===== config.mk =====
export PLATFORM = sky130hd
export DESIGN_NAME = imu_burst_sequencer
export DESIGN_NICKNAME = d
export VERILOG_FILES = /design/src/rtl/imu_burst_sequencer.sv
export SDC_FILE = /design/constraint.sdc
export NUM_CORES = 1
export LEC_CHECK = 0
export BUFFER_PORTS_ARGS = -buffer_cell sky130_fd_sc_hd__buf_4
export CORE_ASPECT_RATIO = 1.5
export CORE_MARGIN = 2
export CORE_UTILIZATION = 48
export DETAILED_ROUTE_END_ITERATION = 8
export GPL_TIMING_DRIVEN = 0
export HOLD_SLACK_MARGIN = 0.03
export PLACE_DENSITY = 0.88
export SETUP_SLACK_MARGIN = 0.5
export SYNTH_ARGS = -nofsm -noshare
export SYNTH_HDL_FRONTEND = slang
export SYNTH_SLANG_ARGS = --single-unit

===== constraint.sdc =====
create_clock -name clk -period 1.7 [get_ports clk]
set_clock_uncertainty 0.1 [all_clocks]
set_input_delay 0.34 -clock clk [delete_from_list [all_inputs] [get_ports clk]]
set_output_delay 0.34 -clock clk [all_outputs]
set_load 0.01 [all_outputs]

===== src/rtl/imu_burst_sequencer.sv =====
// imu_burst_sequencer
// Drives an I2C byte-level master to read a burst of IMU registers. After
// reset the sensor is configured once (INIT_REG <= INIT_VAL). Each frame then
// writes REG_START, reads BURST_LEN bytes and presents each one on data/address
// with a one-clk load strobe. NACKs and early STOPs are retried up to
// MAX_RETRY times before the block parks in ERROR.
//
// Ports
//   clk, reset            : system clock, synchronous active-high reset
//   internal_clk          : tick enable; the sequencer only advances on ticks
//   start, clear_err      : frame request / leave ERROR (sampled on ticks)
//   queued, nack, stop    : I2C master handshake status
//   data_valid, data_in   : read byte from the master
//   data_out              : byte to transmit
//   write_enable          : write request to the master
//   read_enable           : read request (low while the last byte is read)
//   address, data, load   : captured sample index/byte and its strobe
//   completed             : one-clk strobe when a frame finishes cleanly
//   busy, error           : status
//   retry_cnt             : retries used in the current frame
//   frame_count           : good frames since reset (wraps)
module imu_burst_sequencer #(
    parameter logic [7:0] INIT_REG    = 8'h6B,
    parameter logic [7:0] INIT_VAL    = 8'h00,
    parameter logic [7:0] REG_START   = 8'h3B,
    parameter int         BURST_LEN   = 14,
    parameter int         MAX_RETRY   = 3,
    parameter int         AUTO_PERIOD = 0,
    localparam int        IDX_W       = $clog2(BURST_LEN + 1)
) (
    input  logic             clk,
    input  logic             reset,
    input  logic             internal_clk,
    input  logic             start,
    input  logic             clear_err,
    input  logic             queued,
    input  logic             nack,
    input  logic             stop,
    input  logic             data_valid,
    input  logic [7:0]       data_in,
    output logic [7:0]       data_out,
    output logic             write_enable,
    output logic             read_enable,
    output logic [IDX_W-1:0] address,
    output logic [7:0]       data,
    output logic             load,
    output logic             completed,
    output logic             busy,
    output logic             error,
    output logic [1:0]       retry_cnt,
    output logic [15:0]      frame_count
);

    localparam int AUTO_W = (AUTO_PERIOD > 2) ? $clog2(AUTO_PERIOD) : 1;

    typedef enum logic [2:0] {
        S_IDLE,
        S_INIT_REG,
        S_INIT_VAL,
        S_READ_ADDR,
        S_READ_DATA,
        S_DONE,
        S_ERROR
    } state_t;

    state_t            state_reg;
    logic              init_done_reg;
    logic [AUTO_W-1:0] auto_cnt_reg;
    logic [IDX_W-1:0]  index_reg;
    logic [7:0]        data_out_reg;
    logic              write_enable_reg;
    logic              read_enable_reg;
    logic [IDX_W-1:0]  address_reg;
    logic [7:0]        data_reg;
    logic              load_reg;
    logic              completed_reg;
    logic [1:0]        retry_cnt_reg;
    logic [15:0]       frame_count_reg;

    logic              auto_fire;
    logic              trigger;
    logic              active;
    logic              burst_full;
    logic              fail_event;
    logic              retry_ok;
    logic [IDX_W-1:0]  index_inc;
    state_t            restart_state;

    generate
        if (AUTO_PERIOD > 0) begin : g_auto
            assign auto_fire = (auto_cnt_reg == AUTO_W'(AUTO_PERIOD - 1));
        end else begin : g_no_auto
            assign auto_fire = 1'b0;
        end
    endgenerate

    assign trigger       = start | auto_fire;
    assign active        = (state_reg == S_INIT_REG) || (state_reg == S_INIT_VAL) ||
                           (state_reg == S_READ_ADDR) || (state_reg == S_READ_DATA);
    assign burst_full    = (index_reg == IDX_W'(BURST_LEN));
    // nack wins over everything; a STOP before the burst is full is a failed
    // transfer, but only when no byte arrives on the same tick (data has priority).
    assign fail_event    = active && (nack || ((state_reg == S_READ_DATA) && !data_valid &&
                                               stop && !burst_full));
    assign retry_ok      = (32'(retry_cnt_reg) < MAX_RETRY);
    assign restart_state = init_done_reg ? S_READ_ADDR : S_INIT_REG;
    assign index_inc     = index_reg + 1'b1;

    always_ff @(posedge clk) begin
        if (reset) begin
            state_reg        <= S_IDLE;
            init_done_reg    <= 1'b0;
            auto_cnt_reg     <= '0;
            index_reg        <= '0;
            data_out_reg     <= 8'h00;
            write_enable_reg <= 1'b0;
            read_enable_reg  <= 1'b0;
            address_reg      <= '0;
            data_reg         <= 8'hFF;
            load_reg         <= 1'b0;
            completed_reg    <= 1'b0;
            retry_cnt_reg    <= 2'd0;
            frame_count_reg  <= 16'd0;
        end else begin
            // Strobes last exactly one clk, independent of the tick enable.
            load_reg      <= 1'b0;
            completed_reg <= 1'b0;
            if (internal_clk) begin
                auto_cnt_reg <= '0;
                if (fail_event) begin
                    write_enable_reg <= 1'b0;
                    read_enable_reg  <= 1'b0;
                    if (retry_ok) begin
                        retry_cnt_reg <= retry_cnt_reg + 1'b1;
                        state_reg     <= restart_state;
                    end else begin
                        state_reg <= S_ERROR;
                    end
                end else begin
                    case (state_reg)
                        S_IDLE: begin
                            if (trigger) begin
                                retry_cnt_reg    <= 2'd0;
                                write_enable_reg <= 1'b1;
                                if (init_done_reg) begin
                                    data_out_reg <= REG_START;
                                    state_reg    <= S_READ_ADDR;
                                end else begin
                                    data_out_reg <= INIT_REG;
                                    state_reg    <= S_INIT_REG;
                                end
                            end else begin
                                auto_cnt_reg <= auto_cnt_reg + 1'b1;
                            end
                        end
                        S_INIT_REG: begin
                            write_enable_reg <= 1'b1;
                            if (queued) begin
                                data_out_reg <= INIT_VAL;
                                state_reg    <= S_INIT_VAL;
                            end else begin
                                data_out_reg <= INIT_REG;
                            end
                        end
                        S_INIT_VAL: begin
                            if (queued) begin
                                write_enable_reg <= 1'b0;
                                init_done_reg    <= 1'b1;
                                state_reg        <= S_READ_ADDR;
                            end
                        end
                        S_READ_ADDR: begin
                            if (queued) begin
                                write_enable_reg <= 1'b0;
                                // A one-byte burst is its own last byte, so no ACK-read.
                                read_enable_reg  <= (BURST_LEN > 1);
                                index_reg        <= '0;
                                state_reg        <= S_READ_DATA;
                            end else begin
                                data_out_reg     <= REG_START;
                                write_enable_reg <= 1'b1;
                                read_enable_reg  <= 1'b0;
                            end
                        end
                        S_READ_DATA: begin
                            if (data_valid) begin
                                if (!burst_full) begin
                                    data_reg    <= data_in;
                                    address_reg <= index_reg;
                                    index_reg   <= index_inc;
                                    load_reg    <= 1'b1;
                                    // Drop the read request ahead of the final byte so the
                                    // master NACKs it.
                                    if ((index_inc == IDX_W'(BURST_LEN)) ||
                                        (index_inc == IDX_W'(BURST_LEN - 1))) begin
                                        read_enable_reg <= 1'b0;
                                    end
                                end
                            end else if (stop) begin
                                read_enable_reg <= 1'b0;
                                completed_reg   <= 1'b1;
                                frame_count_reg <= frame_count_reg + 16'd1;
                                state_reg       <= S_DONE;
                            end
                        end
                        S_DONE: begin
                            state_reg <= S_IDLE;
                        end
                        S_ERROR: begin
                            write_enable_reg <= 1'b0;
                            read_enable_reg  <= 1'b0;
                            if (clear_err) begin
                                init_done_reg <= 1'b0;
                                state_reg     <= S_IDLE;
                            end
                        end
                        default: begin
                            state_reg <= S_IDLE;
                        end
                    endcase
                end
            end
        end
    end

    assign data_out     = data_out_reg;
    assign write_enable = write_enable_reg;
    assign read_enable  = read_enable_reg;
    assign address      = address_reg;
    assign data         = data_reg;
    assign load         = load_reg;
    assign completed    = completed_reg;
    assign busy         = (state_reg != S_IDLE) && (state_reg != S_ERROR);
    assign error        = (state_reg == S_ERROR);
    assign retry_cnt    = retry_cnt_reg;
    assign frame_count  = frame_count_reg;

endmodule


==> impl_metrics.py <==
metrics = {
    "final_layout": {
        "antenna_cells": 0,
        "final_util_pct": 88.3,
        "largest_reg_flops": 16,
        "layout.nets": 432,
        "instances_no_fill": 476,
        "drive_gt1_share_pct": 58.8,
        "area_growth_syn_to_layout_pct": 77.8,
    },
    "place": {
        "routabilityCongestion": 0.892,
        "dp_hpwl_um": 4580,
        "dp_cells": 416,
        "portBuffers": 57,
    },
    "clock_tree": {
        "cts_root_buffer": "clkbuf_8",
        "clkLatencyLatePin_ns": 0.31,
        "cts_made_buffers": 5,
        "ctsHtreeMaxLevel": 2,
        "cts_tree": "built",
        "cts_hold_buf": 0,
        "cts_buffer_depth": 2,
        "clk_pin_slew_ns": 0.09,
        "cts_sinks": 45,
    },
    "synth": {
        "yosys_most_used_dff": "dfxtp_1",
        "synth_cells": 292,
        "synth_cell_types": 51,
        "synth_top_cell_by_area": "dfxtp_1",
        "syn_area_mm2": 0.00241,
        "async_flop_share_pct": 0,
        "yosys-top-cells-area": "dfxtp_1 (37%), nand2_1 (5.9%), xnor2_1 (4.4%)",
        "ys_ff_latch": 45,
        "syn-mean-instance-area_um2": 8.25,
        "synth-edff-count": 0,
        "yosysMostFrequentCell": "dfxtp_1",
        "seq_area_frac_synth_pct": 37.4,
        "ys_top_cells_by_count": "dfxtp_1 (45), nand2_1 (38), nor2_1 (26)",
        "synthDominantCellAreaShare_pct": 37.4,
        "ys_warn_count": 0,
    },
    "detailed_routing": {
        "wire_per_inst_um": 23.0,
        "antenna_left": 0,
        "finalWirelength_um": 11000,
        "drt_iter0_markers": 350,
        "vias": 3002,
        "routed_via_density": 6.31,
        "drc": 0,
        "drt-pass1-iter-count": 5,
    },
    "power_and_ir_drop": {
        "leakage_nw": 1.88,
        "p_int_mw": 1.71,
        "swShare_pct": 26.4,
        "ir_drop_v": 0.000701,
        "p_comb_share_pct": 16.0,
        "pwr-share-clk_pct": 38.3,
        "power.switching_mw": 0.612,
        "power_density_mw_per_mm2": 541,
        "seq_power_share_pct": 45.8,
    },
    "setup_path": {
        "cp.required_ns": 1.80,
        "max_stage_delay_ns": 0.37,
        "crit_buf_inv": 3,
        "cp_top_family": "simple AND/OR/NAND/NOR gates",
        "worstPathCellList": "buf_6, nor3b_4, buf_6, and3_4, and2_4, buf_6, a41oi_2, a311oi_1",
        "cp-start-kind": "register",
        "cpMostUsedCell": "buf_6",
        "cp.arrival_ns": 2.14,
        "critPathMaxFanout": 6,
        "crit_type": "reg2reg",
        "endpoint_kind": "register",
        "cpMaxStageDelayCell": "dfxtp_2",
    },
    "sta": {
        "finalHoldViolCount": 0,
        "post-route-period-util_pct": 120,
        "tightest_slew_ns": 0.856,
        "setup_tns_ns": -9.76,
        "rsz0062_at_grt": "true",
        "max_freq_mhz": 490,
        "setup-violations-final": 46,
        "setup_slack_ns": -0.342,
        "max_slew_margin_pct": 42.8,
        "finalMaxSlewViolations": 0,
        "min_period_ns": 2.04,
    },
    "min_path": {
        "hold_path_class": "in2reg",
    },
    "floorplanning": {
        "die_w_um": 61.8,
        "fp.coreArea_mm2": 0.00485,
        "start_util_pct": 49.7,
        "num_rows": 31,
        "die-area_mm2": 0.00561,
        "die_y_um": 90.8,
        "io-pin-count": 61,
    },
    "outcome": {
        "outcome": "complete, but fails checks",
        "violations": "setup timing",
    },
    "grt": {
        "grt_pass1_wl_um": 13100,
        "gr-usage-all-layers_pct": 31.0,
        "grt_pass1_vias": 2760,
        "grt_max_degree": 14,
        "grt_overflow_total": 0,
        "antenna_found_initial": 0,
    },
    "job": {
        "maxCapViolCount": 0,
    },
}
==> stage by stage <==
stage	power (mW)	cell area, um2	hold slack (ns)	setup slack (ns)
after floorplan	1.25	2610	0.364	-0.0512
after global placement	1.34	3120	0.346	-0.294
after detailed placement	1.35	3120	0.355	-0.303
after CTS	2.21	3860	0.148	-0.145
after global routing	2.37	4280	0.165	-0.382
final	2.32	4280	0.162	-0.342
==> power groups by stage <==
| stage | registers, mW | clock network (mW) | logic (mW) |
|---|---|---|---|
| 2_1_floorplan | 1.10 | 0 | 0.147 |
| 5_1_grt | 1.06 | 0.919 | 0.388 |
| 6_report | 1.06 | 0.886 | 0.370 |
| 4_1_cts | 1.06 | 0.847 | 0.303 |
| 3_5_place_dp | 1.10 | 0 | 0.245 |
| 3_3_place_gp | 1.10 | 0 | 0.242 |
==> final timing paths <==
| kind | from | endpoint | slack, ns | cells past startpoint |
|---|---|---|---|---|
| worst min-delay path | data_in[2] | data[2] | 0.16 | 3 |
| worst max register to register | state_reg[2] | index_reg[3] | -0.34 | 8 |
| worst min register to register | data[3] | data[3] | 0.39 | 2 |
| worst max-delay path | state_reg[2] | index_reg[3] | -0.34 | 8 |
==> area by class of cell <==
type,count,area [um2]
Sequential cell,45,997
Fill cell,188,567
Timing Repair Buffer,109,1050
Clock buffer,7,86.3
Tap cell,66,82.6
Multi-Input combinational cell,216,1770
Inverter,9,36.3
Buffer,23,228
Clock inverter,1,30.0
==> worst min-delay path: stages <==
cell	delay, ns
buf_4	0.09
nand2_2	0.05
nand3b_1	0.06
==> metal layers <==
layer	share of wire, %	GRT usage [%]	vias up
met5	0	0	-
li1	-	-	1254
met2	51	52.5	268
met4	6.6	19.7	0
met3	8.4	6.59	85
met1	34	32.6	1395
==> layout by cell type, fill, tap and decap left out, types with 3 or more instances in the layout <==
master / synthesis / layout
buf_6: 2 / 63
buf_4: 5 / 53
nand2_1: 38 / 29
dfxtp_2: 0 / 26
nor2_1: 26 / 22
dfxtp_4: 0 / 17
clkbuf_8: 0 / 11
o21ai_0: 12 / 11
xnor2_1: 12 / 11
nand3b_1: 10 / 10
a21oi_1: 16 / 10
inv_1: 9 / 8
nand3_1: 11 / 8
nand2_2: 0 / 7
clkbuf_1: 13 / 7
mux2i_1: 8 / 7
nor4_4: 0 / 7
nand2b_1: 6 / 5
nor2b_1: 7 / 4
or3_1: 4 / 4
a21oi_2: 0 / 4
nor3_4: 0 / 4
ha_1: 6 / 4
and3_4: 0 / 3
nor2b_2: 0 / 3
a31oi_1: 3 / 3
nand4_1: 3 / 3
a211oi_1: 5 / 3
==> what timing repair did <==
item                       CTS  global route
resized for setup          126            65
pin swaps                   22            33
setup endpoints to repair   79            87
buffers inserted            27            22
gates cloned                 2             1
==> kinds of logic after synthesis <==
logic type                 after synthesis  synth area share, %
AOI/OAI and AO/OA                       53                 14.0
xor gates and xnor gates                13                 4.73
adders and majority gates                6                 3.12
buffers and inverters                   32                 6.55
DFF                                     45                 37.4
muxes                                    9                 3.79
other                                    1                0.156
and+or+nand+nor                        133                 30.2
No activity file was read; power rests on OpenSTA's default activity.
